===== src/rtl/tag_allocator_fa_pkg.sv =====
// Shared definitions for the fully-associative tag table allocator: FSM states
// and the constant log2 helper used to derive index and offset widths.
package tag_allocator_fa_pkg;

  typedef enum logic [2:0] {
    ST_IDLE   = 3'd0,
    ST_SELECT = 3'd1,
    ST_EVICT  = 3'd2,
    ST_WRITE  = 3'd3,
    ST_DONE   = 3'd4,
    ST_INVAL  = 3'd5
  } alloc_state_t;

  function automatic int clog2(input int n);
    int r;
    r = 0;
    while ((1 << r) < n) r++;
    return r;
  endfunction

endpackage


===== src/rtl/tag_allocator_fa_free_slot_encoder.sv =====
// Lowest-index-zero priority encoder over the slot valid mirror.
module free_slot_encoder #(
  parameter int N  = 128,
  parameter int BW = 7
) (
  input  logic [N-1:0]  valid_i,
  output logic          any_free_o,
  output logic [BW-1:0] index_o
);

  // Scan from the top down so the last hit written is the lowest free index.
  always_comb begin
    any_free_o = 1'b0;
    index_o    = '0;
    for (int i = N - 1; i >= 0; i--) begin
      if (!valid_i[i]) begin
        any_free_o = 1'b1;
        index_o    = BW'(i);
      end
    end
  end

endmodule


===== src/rtl/tag_allocator_fa.sv =====
// Install/invalidate controller for the fully-associative tag table: picks a
// victim (lowest free slot, else round-robin), reads it back, then removes/writes.
module tag_allocator_fa
  import tag_allocator_fa_pkg::*;
#(
  parameter int BW_ACCESS_ADDR     = 32,
  parameter int N_WORDS_PER_BLOCK  = 16,
  parameter int N_CAPACITY_BLOCKS  = 128,
  parameter int BW_CAPACITY_BLOCKS = clog2(N_CAPACITY_BLOCKS)
) (
  input  logic                          clock_i,
  input  logic                          reset_i,
  input  logic                          alloc_req_i,
  input  logic [BW_ACCESS_ADDR-1:0]     alloc_addr_i,
  output logic                          alloc_ready_o,
  output logic                          alloc_done_o,
  output logic [BW_CAPACITY_BLOCKS-1:0] alloc_cache_addr_o,
  output logic                          evict_valid_o,
  output logic [BW_ACCESS_ADDR-1:0]     evict_addr_o,
  input  logic                          inval_req_i,
  input  logic [BW_CAPACITY_BLOCKS-1:0] inval_cache_addr_i,
  output logic                          inval_done_o,
  output logic [BW_CAPACITY_BLOCKS:0]   occupied_o,
  output logic                          table_wren_o,
  output logic                          table_rmen_o,
  output logic [BW_CAPACITY_BLOCKS-1:0] table_cache_addr_o,
  output logic [BW_ACCESS_ADDR-1:0]     table_access_addr_write_o,
  input  logic [BW_ACCESS_ADDR-1:0]     table_access_addr_search_i
);

  localparam int BW_WORDS_PER_BLOCK = clog2(N_WORDS_PER_BLOCK);
  localparam int BW_ACCESS_TAG      = BW_ACCESS_ADDR - BW_WORDS_PER_BLOCK;
  localparam int BW_OCC             = BW_CAPACITY_BLOCKS + 1;

  function automatic logic [BW_ACCESS_ADDR-1:0] block_align(input logic [BW_ACCESS_ADDR-1:0] a);
    return {a[BW_ACCESS_ADDR-1 -: BW_ACCESS_TAG], {BW_WORDS_PER_BLOCK{1'b0}}};
  endfunction

  alloc_state_t                  r_state;
  logic [N_CAPACITY_BLOCKS-1:0]  r_valid;
  logic [BW_CAPACITY_BLOCKS-1:0] r_rr;
  logic [BW_OCC-1:0]             r_occ;
  logic [BW_ACCESS_ADDR-1:0]     r_alloc_addr;
  logic [BW_CAPACITY_BLOCKS-1:0] r_victim;
  logic                          r_victim_valid;
  logic [BW_ACCESS_ADDR-1:0]     r_evict_addr;
  logic [BW_CAPACITY_BLOCKS-1:0] r_inval_addr;
  logic [BW_CAPACITY_BLOCKS-1:0] r_done_slot;
  logic                          r_done_evict_valid;
  logic [BW_ACCESS_ADDR-1:0]     r_done_evict_addr;

  logic                          w_any_free;
  logic [BW_CAPACITY_BLOCKS-1:0] w_free_idx;

  free_slot_encoder #(
    .N  (N_CAPACITY_BLOCKS),
    .BW (BW_CAPACITY_BLOCKS)
  ) u_free_slot_encoder (
    .valid_i    (r_valid),
    .any_free_o (w_any_free),
    .index_o    (w_free_idx)
  );

  assign alloc_cache_addr_o = r_done_slot;
  assign evict_valid_o      = r_done_evict_valid;
  assign evict_addr_o       = r_done_evict_addr;
  assign occupied_o         = r_occ;

  // Strobes decode from the state register; ready is also masked by reset.
  always_comb begin
    alloc_ready_o             = 1'b0;
    alloc_done_o              = 1'b0;
    inval_done_o              = 1'b0;
    table_wren_o              = 1'b0;
    table_rmen_o              = 1'b0;
    table_cache_addr_o        = '0;
    table_access_addr_write_o = '0;
    case (r_state)
      ST_IDLE:  alloc_ready_o = ~reset_i;
      ST_EVICT: begin
        table_cache_addr_o = r_victim;
        table_rmen_o       = r_victim_valid;
      end
      ST_WRITE: begin
        table_wren_o              = 1'b1;
        table_cache_addr_o        = r_victim;
        table_access_addr_write_o = r_alloc_addr;
      end
      ST_DONE:  alloc_done_o = 1'b1;
      ST_INVAL: begin
        table_rmen_o       = 1'b1;
        table_cache_addr_o = r_inval_addr;
        inval_done_o       = 1'b1;
      end
      default: ;
    endcase
  end

  always_ff @(posedge clock_i or posedge reset_i) begin
    if (reset_i) begin
      r_state            <= ST_IDLE;
      r_valid            <= '0;
      r_rr               <= '0;
      r_occ              <= '0;
      r_alloc_addr       <= '0;
      r_victim           <= '0;
      r_victim_valid     <= 1'b0;
      r_evict_addr       <= '0;
      r_inval_addr       <= '0;
      r_done_slot        <= '0;
      r_done_evict_valid <= 1'b0;
      r_done_evict_addr  <= '0;
    end else begin
      case (r_state)
        ST_IDLE: begin
          if (inval_req_i) begin
            r_inval_addr <= inval_cache_addr_i;
            r_state      <= ST_INVAL;
          end else if (alloc_req_i) begin
            r_alloc_addr <= block_align(alloc_addr_i);
            r_state      <= ST_SELECT;
          end
        end
        ST_SELECT: begin
          // A full table is the only case that displaces a valid block.
          r_victim       <= w_any_free ? w_free_idx : r_rr;
          r_victim_valid <= ~w_any_free;
          r_state        <= ST_EVICT;
        end
        ST_EVICT: begin
          r_evict_addr <= block_align(table_access_addr_search_i);
          r_state      <= ST_WRITE;
        end
        ST_WRITE: begin
          r_valid[r_victim] <= 1'b1;
          if (r_victim_valid) r_rr  <= r_rr + BW_CAPACITY_BLOCKS'(1);
          else                r_occ <= r_occ + BW_OCC'(1);
          r_done_slot        <= r_victim;
          r_done_evict_valid <= r_victim_valid;
          r_done_evict_addr  <= r_evict_addr;
          r_state            <= ST_DONE;
        end
        ST_DONE: r_state <= ST_IDLE;
        ST_INVAL: begin
          if (r_valid[r_inval_addr]) begin
            r_valid[r_inval_addr] <= 1'b0;
            r_occ                 <= r_occ - BW_OCC'(1);
          end
          r_state <= ST_IDLE;
        end
        default: r_state <= ST_IDLE;
      endcase
    end
  end

endmodule

===== config.mk =====
export PLATFORM = sky130hd
export DESIGN_NAME = tag_allocator_fa
export DESIGN_NICKNAME = d
export VERILOG_FILES = /design/src/rtl/tag_allocator_fa_pkg.sv /design/src/rtl/tag_allocator_fa_free_slot_encoder.sv /design/src/rtl/tag_allocator_fa.sv
export SDC_FILE = /design/constraint.sdc
export NUM_CORES = 1
export LEC_CHECK = 0
export BUFFER_PORTS_ARGS = -buffer_cell sky130_fd_sc_hd__buf_2
export CORE_AREA = 2 2 126 219
export CTS_CLUSTER_DIAMETER = 150
export CTS_CLUSTER_SIZE = 8
export DETAILED_ROUTE_END_ITERATION = 6
export DIE_AREA = 0 0 128 221
export HOLD_SLACK_MARGIN = 0.05
export PLACE_DENSITY = 0.79
export SLEW_MARGIN = 25
export SYNTH_ARGS = -nofsm -noshare
export SYNTH_HDL_FRONTEND = slang
export SYNTH_SLANG_ARGS = --single-unit

===== constraint.sdc =====
create_clock -name clock_i -period 7.45 [get_ports clock_i]
set_input_delay 0 -clock clock_i [delete_from_list [all_inputs] [get_ports clock_i]]
set_output_delay 0 -clock clock_i [all_outputs]
set_load 0.03 [all_outputs]

==> flow_metrics.py, run 1 <==
metrics = {
    "worst_setup_path": {
        "crit_chain": "buf_4 -> mux4_2 -> a31oi_1 -> a2111oi_2 -> nand3_1 -> nand3_2 -> nor3_4 -> o221ai_1",
        "rrSetupSlack_ns": 2.61,
        "worstRegToRegCells": 8,
        "crit_slowest_cell": "nor3_4",
        "max_stage_delay_ns": 1.16,
        "r2r_start": "r_inval_addr[1]$_DFFE_PP0P_",
        "cp.buffers_inverters": 1,
        "cp-end-kind": "flip-flop",
        "critPathLaunchType": "flip-flop",
        "worst-setup-path-type": "reg2reg",
        "path_depth": 8,
        "reg2reg_to": "r_valid[121]$_DFFE_PP0P_",
        "worst_ep_required_time_ns": 7.81,
        "critPathMaxFanout": 25,
        "arrival_ns": 5.20,
        "cpLargestDelayFamily": "simple AND/OR/NAND/NOR gates",
    },
    "hold_path": {
        "whs_path_depth": 4,
        "hp-class": "in2reg",
        "whs_endpoint": "r_inval_addr[2]$_DFFE_PP0P_",
        "min-delay-start": "inval_cache_addr_i[2]",
    },
    "floorplanning": {
        "die_h_um": 221,
        "die_w_um": 128,
        "start_util_pct": 52.13,
        "core_um2": 26490,
        "top_level_ports": 167,
        "rows": 79,
        "die_area_um2": 28290,
    },
    "routing": {
        "vias": 13410,
        "antenna_left": 0,
        "drtIter0Drc": 1583,
        "avgRoutedWirePerCell_um": 25.88,
        "wl_mm": 51.43,
        "first_pass_iters": 7,
        "drc_errors": 1,
        "viasPerCell": 6.751,
    },
    "global_route": {
        "antenna_found_initial": 2,
        "grt_pass1_wl_mm": 79.07,
        "overflow": 0,
        "grt_max_degree": 127,
        "grt_pass1_vias": 13630,
        "grt_use_total_pct": 36.67,
    },
    "sta": {
        "period_needed_ns": 4.838,
        "max_freq_mhz": 206.7,
        "hold_viol": 0,
        "final_max_slew_viol_count": 0,
        "fin_skew_ns": 0.02617,
        "period_share_pct": 64.95,
        "slew_headroom_pct": 22.63,
        "tightest_slew_ns": 1.157,
        "report.final.setup_viol": 0,
        "fin_setup_tns_ns": 0,
        "grt_setup_unrepaired": "false",
    },
    "synth": {
        "synth_edf_count": 0,
        "synthArstFlopShare_pct": 100.0,
        "yosysUniqueCellTypes": 70,
        "synthCells": 1459,
        "ys.flop_type": "dfrtp_1",
        "yosys_register_bits": 253,
        "yosys-top-cells-area": "dfrtp_1, nand2_1, o221ai_1",
        "syn_avg_cell_area_um2": 9.465,
        "ys.warnings.count": 0,
        "yosysTopAreaCellShare_pct": 45.85,
        "ys_seq_area_share_pct": 45.85,
        "netlist_area_um2": 13810,
        "yosys.area.top_type": "dfrtp_1",
    },
    "cts": {
        "cts_tree": "yes",
        "cts_resized": 0,
        "cts-root-buf": "clkbuf_16",
        "cts.sinks": 253,
        "cts-buffers-inserted": 37,
        "clockBufferDepth": 3,
        "clkLatencyLatePin_ns": 0.56,
        "path_clk_slew_ns": 0.05,
        "htreeDepth": 2,
    },
    "placed_design": {
        "dp.cells": 1875,
        "dp_hpwl_mm": 32.74,
        "gp_congestion": 1.066,
        "portBuffers": 150,
    },
    "final_layout": {
        "nNetsFinal": 1741,
        "layout-drive-gt1-share_pct": 19.19,
        "seq_area_um2": 6335,
        "fillerInstances": 2101,
        "multi_input_comb_area_um2": 6605,
        "area_delta_synth_final_pct": 19.13,
        "fin_cells": 1987,
    },
    "pwr": {
        "p_switching_mw": 2.331,
        "p_clk_share_pct": 27.1,
        "peakVddDrop_mv": 0.3104,
        "p_per_area_nw_per_um2": 342.5,
        "finalPower_mw": 5.634,
        "internal_power_mw": 3.303,
        "combPwrFrac_pct": 36.4,
        "seqPwrFrac_pct": 36.4,
        "p_leak_nw": 7.312,
        "switching_share_pct": 41.38,
    },
    "run": {
        "drv_cap": 0,
    },
    "status": {
        "violations": "DRC",
        "status": "finished, violations left",
    },
}
synthesized netlist by cell type (5+ instances only):
master,n
buf_6,5
nand2_1,296
o22ai_1,14
buf_2,15
nor3_4,5
o21ai_0,41
o21bai_1,5
nand2b_1,7
a311oi_1,5
a2111oi_0,9
nor2b_1,18
ha_1,7
o2111ai_1,6
mux4_2,14
mux2i_1,20
clkbuf_1,41
mux2_4,5
a211oi_1,5
a21oi_1,27
a22oi_1,10
nor4_1,13
o211ai_1,16
a31oi_1,12
a21o_1,6
buf_1,7
nor2_1,35
xnor2_1,11
o221ai_1,118
dfrtp_1,253
a22o_1,7
nor3_1,25
inv_1,138
mux2_2,67
buf_4,10
and3_1,31
nand3_1,37
o31ai_1,6
nand4_1,49
metal layers:
metal	wire length, um	global-route usage [%]	part of all wire [%]	up-vias
li1	-	-	-	5701
met5	10	0	0.019	-
met3	4909	7.979	9.5	324
met2	24810	59.96	48	967
met4	4833	27.69	9.4	2
met1	16870	41.43	33	6420
per-stage QoR:
step                      utilization [%]  setup slack, ns  hold WS [ns]  cell area (um2)
after global placement              55.52            2.832        0.2057            14710
after detailed placement            55.62            2.792        0.2133            14730
after CTS                           61.90            2.763        0.1955            16400
after floorplan                         -           0.4933        0.1120            13840
final                               62.10            2.612        0.2074            16450
after global routing                62.10            2.623        0.2356            16450
final cells by class:
type / instances / share of cell area (%)
repair buffers: 233 / 9.492
well taps: 324 / 2.464
multi-input cells: 992 / 40.15
diodes: 1 / 0.01521
clock inverters: 4 / 0.4335
inverters: 141 / 3.263
clock buffers: 39 / 5.674
flip-flops and latches: 253 / 38.51
cells by family after synthesis:
kind of cell | synth area share, %
XOR/XNOR | 0.8879
adder cells (fa/ha/maj) | 0.7792
AND/OR/NAND/NOR | 18.67
multiplexers | 9.740
other | 0.02716
flip-flops | 45.85
buffers and inverters | 6.777
AO/OA/AOI/OAI | 17.27
repair_timing:
action / 4_1_cts / 5_1_grt
endpoints found under the hold margin: 189 / 0
hold buffers: 66 / 0
setup buffers: 0 / 0
tightest hold or removal path, cell delays in order:
cell and delay, ns:
dlygate4sd3_1 0.52, buf_2 0.10, nand2_1 0.04, o21ai_0 0.05
power by group through the flow:
stage / clock (mW) / sequential [mW] / combinational [mW]
floorplan: 0 / 2.07 / 1.32
global placement: 0 / 2.02 / 1.90
detailed placement: 0 / 2.04 / 1.95
CTS: 1.53 / 2.02 / 2.00
global route: 1.59 / 2.08 / 2.18
finish: 1.53 / 2.05 / 2.05
state kept, by name (all words and copies together) (netlist names), 7 cells and up:
register            cells
evict_addr_o           28
r_inval_addr            7
r_valid               128
r_rr                    7
r_alloc_addr           28
r_victim                7
occupied_o              8
r_evict_addr           28
alloc_cache_addr_o      7
cells in the final DEF (no fill, tap or decap), drive strengths merged, types with 7 or more instances in the layout:
| cell type | count |
|---|---|
| o221ai | 118 |
| mux4 | 14 |
| nand4 | 49 |
| ha | 7 |
| mux2i | 20 |
| dfrtp | 253 |
| o21ai | 41 |
| clkbuf | 39 |
| nand3 | 38 |
| inv | 139 |
| a22oi | 10 |
| a2111oi | 10 |
| and3 | 31 |
| nand2 | 297 |
| a21oi | 27 |
| o211ai | 16 |
| mux2 | 72 |
| nor3 | 30 |
| conb | 8 |
| buf | 167 |
| xnor2 | 11 |
| nor2 | 35 |
| a22o | 7 |
| dlygate4sd3 | 66 |
| o22ai | 14 |
| nor4 | 14 |
| nor2b | 18 |
| a31oi | 12 |
| nand2b | 7 |
worst max-delay path by stage:
stage	startpoint	endpoint
after floorplan	reset_i	alloc_cache_addr_o[0]$_DFFE_PP0P_
after CTS	r_inval_addr[1]$_DFFE_PP0P_	r_valid[7]$_DFFE_PP0P_
final	r_inval_addr[1]$_DFFE_PP0P_	r_valid[121]$_DFFE_PP0P_
after global placement	r_inval_addr[1]$_DFFE_PP0P_	r_valid[123]$_DFFE_PP0P_
after global routing	r_inval_addr[1]$_DFFE_PP0P_	r_valid[121]$_DFFE_PP0P_
after detailed placement	r_inval_addr[1]$_DFFE_PP0P_	r_valid[7]$_DFFE_PP0P_
Power figures use the tool's default switching activity.
==> inputs of run 2 (changes only) <==
--- a/config.mk
+++ b/config.mk
@@ -12,7 +12,7 @@
 export DETAILED_ROUTE_END_ITERATION = 6
 export DIE_AREA = 0 0 128 221
 export HOLD_SLACK_MARGIN = 0.05
-export PLACE_DENSITY = 0.79
+export PLACE_DENSITY = 0.77
 export SLEW_MARGIN = 25
 export SYNTH_ARGS = -nofsm -noshare
 export SYNTH_HDL_FRONTEND = slang
==> constraint.sdc (replaced) <==
create_clock -name clock_i -period 4.7 [get_ports clock_i]
set_input_delay 0 -clock clock_i [delete_from_list [all_inputs] [get_ports clock_i]]
set_output_delay 0 -clock clock_i [all_outputs]
set_load 0.03 [all_outputs]
==> run 2 against run 1 <==
Net effect: the flow now finishes without violations; utilization increased by 0.60 points; critical endpoint is now r_valid[36]$_DFFE_PP0P_; sequential share of layout area decreased by 0.37 points; sequential cell count unchanged; non-clock buffer count increased by 22; combinational power increased by 58%.
==> flow_metrics.py, run 2 (same netlist as run 1, synthesis figures left out) <==
metrics = {
    "status": {
        "status": "finished, final reports clean",
    },
    "worst_setup_path": {
        "worst_ep_required_time_ns": 5.05,
        "critPathLaunchType": "flip-flop",
        "max_stage_delay_ns": 0.74,
        "arrival_ns": 4.12,
        "cpLargestDelayFamily": "compound AO/OA/AOI/OAI gates",
        "worst-setup-path-type": "reg2reg",
        "crit_path_frequent_cell": "buf_4",
        "cp-end-kind": "flip-flop",
        "critPathMaxFanout": 37,
        "crit_chain": "nor2_1 -> buf_4 -> a22oi_1 -> o211ai_1 -> o211ai_1 -> nand4_1 -> nand3_2 -> buf_4 -> nor3_4 -> buf_4 -> o221ai_1",
        "crit_slowest_cell": "dfrtp_2",
        "cp.buffers_inverters": 3,
    },
    "cts": {
        "cts-root-buf": "clkbuf_16",
        "path_clk_slew_ns": 0.06,
        "cts_setup_buffers": 0,
        "clkLatencyLatePin_ns": 0.54,
        "cts_tree": "yes",
        "cts-buffers-inserted": 37,
        "clockBufferDepth": 3,
        "htreeDepth": 2,
        "cts.sinks": 253,
    },
    "global_route": {
        "use_met3_pct": 7.495,
        "busiest_layer": "met2",
        "antenna_found_initial": 0,
        "grt_use_total_pct": 36.45,
        "overflow": 0,
        "grt_pass1_vias": 13530,
        "use_met2_pct": 60.88,
        "grt_max_degree": 174,
        "grt_pass1_wl_mm": 78.47,
        "met1_usage_pct": 39.97,
    },
    "sta": {
        "max_freq_mhz": 265.2,
        "fin_skew_ns": 0.02175,
        "fin_setup_tns_ns": 0,
        "hold_viol": 0,
        "period_share_pct": 80.24,
        "period_needed_ns": 3.771,
        "grt_setup_unrepaired": "false",
        "slew_headroom_pct": 24.05,
        "report.final.setup_viol": 0,
        "final_max_slew_viol_count": 0,
        "tightest_slew_ns": 1.136,
    },
    "final_layout": {
        "final_common_cell": "nand2_1",
        "layout_common_cells": "nand2_1, dfrtp_1, buf_2, inv_1, o221ai_1",
        "fin_cells": 2009,
        "regMostFlops": "r_valid",
        "fillerInstances": 2113,
        "diodes": 0,
        "layout-drive-gt1-share_pct": 20.18,
        "area_delta_synth_final_pct": 20.29,
        "largest_reg_flops": 128,
        "nNetsFinal": 1763,
    },
    "routing": {
        "wl_mm": 51.58,
        "drtIter0Drc": 1458,
        "first_pass_iters": 6,
        "vias": 13410,
        "avgRoutedWirePerCell_um": 25.67,
        "antenna_left": 0,
        "drc_errors": 0,
        "viasPerCell": 6.673,
    },
    "pwr": {
        "peakVddDrop_mv": 0.4714,
        "p_leak_nw": 7.430,
        "p_per_area_nw_per_um2": 540.6,
    },
    "floorplanning": {
        "top_level_ports": 167,
        "die_area_um2": 28290,
        "die_h_um": 221,
        "die_w_um": 128,
        "rows": 79,
        "start_util_pct": 52.13,
        "core_um2": 26490,
    },
    "placed_design": {
        "gp_congestion": 1.068,
        "portBuffers": 150,
        "dp_hpwl_mm": 34.41,
        "dp.cells": 1898,
    },
    "hold_path": {
        "hp-class": "in2async",
    },
    "run": {
        "drv_cap": 0,
    },
}
==> run 2: final timing paths <==
| kind | slack (ns) | cells past startpoint | end | from |
|---|---|---|---|---|
| worst max-delay path | 0.93 | 11 | r_valid[36]$_DFFE_PP0P_ | r_inval_addr[1]$_DFFE_PP0P_ |
| worst min-delay path | 0.11 | 4 | r_valid[4]$_DFFE_PP0P_ | reset_i |
| worst max register to register | 0.93 | 11 | r_valid[36]$_DFFE_PP0P_ | r_inval_addr[1]$_DFFE_PP0P_ |
| worst min register to register | 0.46 | 2 | evict_addr_o[7]$_DFFE_PP0P_ | r_evict_addr[7]$_DFFE_PP0N_ |
| max in group asynchronous | 3.63 | 5 | r_valid[81]$_DFFE_PP0P_ | reset_i |
| min in group clock_i | 0.20 | 4 | r_inval_addr[2]$_DFFE_PP0P_ | inval_cache_addr_i[2] |
==> run 2: timing repair <==
| action | in CTS | in global routing |
|---|---|---|
| gates resized for setup | 0 | 0 |
| endpoints found under the setup margin | 0 | 0 |
| hold buffers | 66 | 0 |
| endpoints found under the hold margin | 318 | 0 |
==> run 2: final cells by class <==
cell class	instances	area, um2	area share, %
multi-input cells	992	6594	39.70
clock buffers	41	962.2	5.792
repair buffers	255	1740	10.48
clock inverters	3	41.29	0.2486
flip-flops and latches	253	6335	38.14
inverters	141	533.0	3.209
well taps	324	405.4	2.440
==> run 2: per-layer routing <==
layer | vias to the layer above | part of all wire [%]
met5 | - | 0
met4 | 0 | 9.4
met3 | 299 | 8.4
met2 | 889 | 49
met1 | 6488 | 33
li1 | 5731 | -
==> run 2: stage by stage <==
stage	area (um2)	setup WS [ns]	utilization (%)	power [mW]	hold slack, ns
finish	16610	0.9286	62.71	8.980	0.1143
global route	16610	0.7815	62.71	9.350	0.1526
CTS	16580	1.017	62.58	8.886	0.2059
detailed placement	14910	1.039	56.30	6.414	0.2199
global placement	14900	1.084	56.23	6.308	0.2144
floorplan	13840	1.370	-	5.373	0.1120
==> run 2: tightest hold or removal path: cells and delay by family <==
kind | cells | cell delay [ns]
buffers and inverters | 4 | 1.02
==> run 2: report_power, final <==
group | switching (mW) | internal, mW
combinational | 2.07 | 1.17
sequential | 0.625 | 2.70
clock | 0.981 | 1.44
total | 3.67 | 5.31
